## src/rtl/freq_gate_ctrl.sv

```systemverilog
// Measurement sequencer for the BCD frequency counter: clear, gate, settle, latch.
// Runs continuously while RUN is high, or once per ONESHOT pulse from idle.
module freq_gate_ctrl #(
    parameter int GATE_CYCLES   = 1000,
    parameter int CLR_CYCLES    = 2,
    parameter int SETTLE_CYCLES = 4
) (
    input  logic        CLK,
    input  logic        RST_N,
    input  logic        RUN,
    input  logic        ONESHOT,
    input  logic [23:0] Q_IN,
    output logic        ENA,
    output logic        CLR,
    output logic [23:0] DOUT,
    output logic        VALID,
    output logic        OVF,
    output logic        BCD_ERR,
    output logic        BUSY
);

    localparam int MAX_A = (GATE_CYCLES > CLR_CYCLES) ? GATE_CYCLES : CLR_CYCLES;
    localparam int MAX_C = (MAX_A > SETTLE_CYCLES) ? MAX_A : SETTLE_CYCLES;
    localparam int TW    = (MAX_C > 1) ? $clog2(MAX_C) : 1;

    localparam logic [TW-1:0] CLR_LOAD    = TW'(CLR_CYCLES - 1);
    localparam logic [TW-1:0] GATE_LOAD   = TW'(GATE_CYCLES - 1);
    localparam logic [TW-1:0] SETTLE_LOAD = TW'(SETTLE_CYCLES - 1);

    typedef enum logic [2:0] {
        S_IDLE   = 3'd0,
        S_CLEAR  = 3'd1,
        S_GATE   = 3'd2,
        S_SETTLE = 3'd3,
        S_LATCH  = 3'd4
    } state_t;

    state_t        state, state_next;
    logic [TW-1:0] timer, timer_next;
    logic          mode_run, mode_next;
    logic          capture;
    logic          abort;

    function automatic logic has_bad_digit(input logic [23:0] q);
        logic bad;
        bad = 1'b0;
        for (int i = 0; i < 6; i++) begin
            if (q[i*4 +: 4] > 4'd9) bad = 1'b1;
        end
        return bad;
    endfunction

    // mode_run records whether RUN started this measurement; only those may abort
    assign abort = mode_run && !RUN;

    always_ff @(posedge CLK) begin
        if (!RST_N) begin
            state    <= S_IDLE;
            timer    <= '0;
            mode_run <= 1'b0;
        end else begin
            state    <= state_next;
            timer    <= timer_next;
            mode_run <= mode_next;
        end
    end

    always_comb begin
        state_next = state;
        timer_next = timer;
        mode_next  = mode_run;
        capture    = 1'b0;
        case (state)
            S_IDLE: begin
                if (RUN || ONESHOT) begin
                    state_next = S_CLEAR;
                    timer_next = CLR_LOAD;
                    mode_next  = RUN;
                end
            end
            S_CLEAR: begin
                if (abort) begin
                    state_next = S_IDLE;
                    timer_next = '0;
                end else if (timer == '0) begin
                    state_next = S_GATE;
                    timer_next = GATE_LOAD;
                end else begin
                    timer_next = timer - 1'b1;
                end
            end
            S_GATE: begin
                if (abort) begin
                    state_next = S_IDLE;
                    timer_next = '0;
                end else if (timer == '0) begin
                    state_next = S_SETTLE;
                    timer_next = SETTLE_LOAD;
                end else begin
                    timer_next = timer - 1'b1;
                end
            end
            S_SETTLE: begin
                if (abort) begin
                    state_next = S_IDLE;
                    timer_next = '0;
                end else if (timer == '0) begin
                    state_next = S_LATCH;
                    timer_next = '0;
                end else begin
                    timer_next = timer - 1'b1;
                end
            end
            S_LATCH: begin
                capture = 1'b1;
                if (RUN) begin
                    state_next = S_CLEAR;
                    timer_next = CLR_LOAD;
                    mode_next  = 1'b1;
                end else begin
                    state_next = S_IDLE;
                    timer_next = '0;
                end
            end
            default: begin
                state_next = S_IDLE;
                timer_next = '0;
            end
        endcase
    end

    always_comb begin
        ENA  = (state == S_GATE);
        CLR  = (state == S_IDLE) || (state == S_CLEAR);
        BUSY = (state != S_IDLE);
    end

    // Result register: Q_IN is static here because ENA has been low for SETTLE_CYCLES
    always_ff @(posedge CLK) begin
        if (!RST_N) begin
            DOUT    <= '0;
            OVF     <= 1'b0;
            BCD_ERR <= 1'b0;
            VALID   <= 1'b0;
        end else begin
            VALID <= capture;
            if (capture) begin
                DOUT    <= Q_IN;
                OVF     <= (Q_IN == 24'h999999);
                BCD_ERR <= has_bad_digit(Q_IN);
            end
        end
    end

endmodule

```

## config.mk

```make
export PLATFORM = sky130hd
export DESIGN_NAME = freq_gate_ctrl
export DESIGN_NICKNAME = d
export VERILOG_FILES = /design/src/rtl/freq_gate_ctrl.sv
export SDC_FILE = /design/constraint.sdc
export NUM_CORES = 1
export LEC_CHECK = 0
export BUFFER_PORTS_ARGS = -buffer_cell sky130_fd_sc_hd__buf_2
export CORE_MARGIN = 4
export CORE_UTILIZATION = 57
export CTS_BUF_LIST = sky130_fd_sc_hd__clkbuf_8
export DETAILED_ROUTE_END_ITERATION = 8
export PLACE_DENSITY_LB_ADDON = 0.15
export SLEW_MARGIN = 30
export SYNTH_ARGS = -nofsm -noshare
export SYNTH_HDL_FRONTEND = slang
export SYNTH_SLANG_ARGS = --single-unit
```

## constraint.sdc

```tcl
create_clock -name CLK -period 2.3 [get_ports CLK]
set_input_delay 0.23 -clock CLK [delete_from_list [all_inputs] [get_ports CLK]]
set_output_delay 0.23 -clock CLK [all_outputs]
set_load 0.05 [all_outputs]
```

== Word-level counts from Yosys, hierarchy flattened ==
Index checks and enable logic that the tools add are counted.

* Equal/unequal tests: 10
* Order comparisons: 6
* Multiplexer cells: 28
* Reductions and logical operators: 10
* Add/sub/neg operators: 1

{| class="wikitable"
|+ Operator list
! operator !! number
|-
| $mux 10 || 7
|-
| $pmux 10 s5 || 1
|-
| $eq 24x24->1 const B || 1
|-
| $gt 4x4->1 const B || 6
|-
| $mux 3 || 7
|-
| $pmux 3 s5 || 1
|-
| $mux 1 || 11
|-
| $logic_not 10->1 || 1
|-
| $sub 10x1->10 const B || 1
|-
| $eq 3x2->1 const B || 2
|-
| $ne 3x3->1 const B || 2
|-
| $ne 2x2->1 const B || 2
|-
| $reduce_and 4->1 || 1
|-
| $eq 3x1->1 const B || 1
|-
| $eq 3x3->1 const B || 1
|-
| $logic_not 3->1 || 1
|-
| $ne 3x1->1 const B || 1
|-
| $reduce_and 3->1 || 1
|-
| $reduce_bool 3->1 || 1
|-
| $logic_or 1x1->1 || 2
|-
| $pmux 1 s2 || 1
|-
| $reduce_bool 2->1 || 1
|-
| $logic_and 1x1->1 || 1
|-
| $logic_not 1->1 || 1
|}

* Word-level logic and storage cells: 62
* Output and inout bits: 30
* Flip-flop bits (word level): 41

== Logic depth before layout (Yosys ltp) ==
* Depth after elaboration: 7
* Mapped depth: 7
* Depth with buffers taken out: 7

== Worst setup path after synthesis ==
OpenSTA, ideal clock, no wires.

* Kind: flip-flop to flip-flop
* Start: register state[2]
* End: register timer[6]
* Stages on the path, launching flop included: 7
* Data arrival time: 1847 ps
* Required time: 2241 ps
* Library setup time: 59 ps
* Path slack: 394 ps
* Buffers on the path: 1
* Clock period less this slack: 1906 ps
* Cells stage by stage: dfxtp_1 buf_2 nor2_1 nand3_1 or2_1 o31ai_1 a22o_1

* Longest elaborated chain between the ends: 2
* Elaborated cells on any way between the ends: 7

{| class="wikitable"
|+ RTL lines
! what !! RTL line !! RTL
|-
| start: declaration || 38 || <nowiki>state_t state, state_next;</nowiki>
|-
| start signal: assignment || 62 || <nowiki>state <= state_next;</nowiki>
|-
| $eq 3x3->1 (tied with other cells) || 73 || <nowiki>case (state)</nowiki>
|-
| $pmux 10 s5 / $ne 2x2->1 (equally long branches) || - ||
|-
| end signal: assignment || 63 || <nowiki>timer <= timer_next;</nowiki>
|-
| end: declaration || 39 || <nowiki>logic [TW-1:0] timer, timer_next;</nowiki>
|}

Parallel ways exist; a longest one is shown, timed or not.
A chain may end at the register's enable or synchronous reset.

== Final worst setup path ==
* Start: register timer[5]
* End: register timer[8]

* Longest elaborated chain between the ends: 4
* Elaborated cells on any way between the ends: 9

{| class="wikitable"
|+ RTL lines
! what !! RTL line
|-
| $sub 10x1->10 / $logic_not 10->1 (equally long branches) || -
|-
| $mux 10, on equally long branches || 107, 85, 96
|-
| $mux 10, on equally long branches || 104, 82, 93
|-
| $pmux 10 s5 * || 73
|}

Mark *: on every way between the ends. The rest lies on a longest branch, timed or not.

==> results.sh <==
export IMPL_synth_edf_count=0
export IMPL_yosysWarnings=0
export IMPL_io_pins=58
export IMPL_fin_nets=322
export IMPL_reg2regPathDepth=5
export IMPL_max_clock_freq_ghz=0.583
export IMPL_p_per_area_nw_per_um2=1130
export IMPL_ys_ff_latch=41
export IMPL_cap_violations=0
export IMPL_ys_top_cells_by_area="dfxtp_1 42%, nand2_1 11%, a21boi_1 6.6%"
export IMPL_cts_resized_gates=0
export IMPL_clk_path_buf_depth=2
export IMPL_synthesis_instances=235
export IMPL_die_w_um=66.5
export IMPL_yosysMostFrequentCell="nand2_1"
export IMPL_hold_path_startpoint="Q_IN[9]"
export IMPL_slew_headroom_pct=73.2
export IMPL_rsz0062_at_grt="false"
export IMPL_row_count=20
export IMPL_finalPower_w=0.00264
export IMPL_clock_latency_ns=0.29
export IMPL_cp_max_fo=8
export IMPL_critPathKind="reg2reg"
export IMPL_drt_total_wl_um=4320
export IMPL_grt_antenna_before_repair=0
export IMPL_grt_pass1_vias=1663
export IMPL_root_buffer="clkbuf_8"
export IMPL_via_count=1833
export IMPL_rrSetupSlack_ns=0.58
export IMPL_r2r_end="timer[8]$_SDFFE_PN0P_"
export IMPL_worstSetupStartpointType="register"
export IMPL_drc=0
export IMPL_synth_nets=265
export IMPL_gr_total_overflow=0
export IMPL_final_layout_size_suffix_gt1_share_pct=27.0
export IMPL_cts_tree="done"
export IMPL_hold_violations=0
export IMPL_post_drt_wl_per_cell_um=12.8
export IMPL_via_per_inst=5.44
export IMPL_worst_pin_slew_ns=0.401
export IMPL_period_share_pct=74.6
export IMPL_slew_violations=0
export IMPL_grt_max_degree=36
export IMPL_cts_sinks=41
export IMPL_antenna_left=0
export IMPL_syn_area_per_cell_um2=8.29
export IMPL_arrival_ns=1.90
export IMPL_cts_setup_buffers=0
export IMPL_fin_area_um2=2350
export IMPL_setup_violations=0
export IMPL_h_tree_depth=2
export IMPL_total_leakage_power_nw=0.985
export IMPL_place_congestion=0.865
export IMPL_hold_buffers=0
export IMPL_die_area_um2=4420
export IMPL_synth_distinct_cells=45
export IMPL_yosys_area_top_type="dfxtp_1"
export IMPL_whs_ns=0.187
export IMPL_min_to="DOUT[9]$_SDFFE_PN0P_"
export IMPL_path_clk_slew_ns=0.08
export IMPL_hp_class="in2reg"
export IMPL_first_iter_violations=188
export IMPL_synth_seq_area_share_pct=42.1
export IMPL_reg2reg_from="timer[5]$_SDFFE_PN0P_"
export IMPL_utilization_pct=74.4
export IMPL_num_antenna_cells=0
export IMPL_fillers=270
export IMPL_start_util_pct=61.8
export IMPL_first_pass_iters=4
export IMPL_hold_depth=3
export IMPL_async_flop_share_pct=0
export IMPL_fin_tns_setup_ns=0
export IMPL_synth_top_area_share_pct=42.1
export IMPL_placed_cell_area_um2=2260
export IMPL_areaGrowthSynthToFinish_pct=20.4
export IMPL_required_ns=2.48
export IMPL_fp_dieH_um=66.5
export IMPL_finalWorstPathRequiredPeriod_ns=1.72
export IMPL_peakVddDrop_mv=0.758
export IMPL_grt_pass1_wl_um=7400
export IMPL_outcome="finished, final reports clean"
export IMPL_end_kind="register"
export IMPL_grt_total_usage_pct=21.8
export IMPL_ys_flop_type="dfxtp_1"
export IMPL_cts_buffers=5
export IMPL_syn_area_um2=1950
export IMPL_fin_skew_ns=0.00965
export IMPL_port_buffers=57
export IMPL_netlist_top_cells_count="58 x nand2_1, 41 x dfxtp_1, 17 x a21boi_1"
export IMPL_core_area_um2=3150
export IMPL_hpwl_um=3260
## worst max path at each step
stage,from,end,slack [ns],cells past startpoint
3_3_place_gp,timer[5]$_SDFFE_PN0P_,timer[8]$_SDFFE_PN0P_,0.64,5
5_1_grt,timer[0]$_SDFFE_PN0P_,timer[8]$_SDFFE_PN0P_,0.45,7
3_5_place_dp,timer[5]$_SDFFE_PN0P_,timer[8]$_SDFFE_PN0P_,0.58,5
2_1_floorplan,state[2]$_SDFFE_PN0P_,timer[6]$_SDFFE_PN0P_,0.39,6
6_report,timer[5]$_SDFFE_PN0P_,timer[8]$_SDFFE_PN0P_,0.58,5
4_1_cts,timer[5]$_SDFFE_PN0P_,timer[8]$_SDFFE_PN0P_,0.58,5
## routing by layer
layer / vias to the layer above / GRT usage (%) / part of all wire, %
met5: - / 0 / 0
met4: 0 / 9.39 / 1.9
met3: 9 / 6.58 / 6.7
met2: 48 / 32.2 / 43
met1: 829 / 29.3 / 48
li1: 947 / - / -
## sequential cells by signal, summed over array words and instances, names as in the netlist
name	flops
DOUT	24
VALID	1
OVF	1
timer	10
state	3
mode_run	1
BCD_ERR	1
## layout make-up
class                   count  area (µm²)  share of cell area [%]
multi-input cells         179        1060                    45.0
inverters                   5        18.8                   0.800
well taps                  44        55.1                    2.35
repair buffers             60         308                    13.1
flip-flops and latches     41         821                    35.0
clock buffers               5        68.8                    2.93
clock inverters             3        18.8                   0.800
## layout by cell type, fill, tap and decap left out, drive strengths merged, types with 2 or more instances in the layout
master	n
a21boi	27
a21o	5
a21oi	5
a22o	3
and3	3
buf	60
clkbuf	5
clkinvlp	2
dfxtp	41
ha	2
inv	6
nand2	58
nand2b	2
nand3	9
nand4	7
nor2	8
nor2b	3
nor3	9
nor4	5
o21ai	18
o31ai	2
or2	2
## power breakdown
group	internal (W)	switching [W]	leakage (nW)
clock network	0.000209	0.000244	0.0416
registers	0.000821	0.000156	0.332
logic	0.000472	0.000742	0.611
## critical path, stage by stage (launching register included)
cell     delay (ns)
dfxtp_1        0.38
nor4_4         0.43
and3_4         0.28
a21oi_4        0.09
and3_1         0.19
a221o_1        0.25
## cell families after synthesis
logic type / synth area share [%]
AND/OR/NAND/NOR: 28.7
AO/OA/AOI/OAI: 23.8
flip-flops: 42.1
buffers and inverters: 3.66
adder cells (fa/ha/maj): 1.28
XOR/XNOR: 0.450
## through the flow
stage,setup WS (ns),std cells
2_1_floorplan,0.394,235
3_3_place_gp,0.636,329
3_5_place_dp,0.577,329
4_1_cts,0.579,337
5_1_grt,0.453,337
6_report,0.585,337
No activity file was read; power rests on OpenSTA's default activity.
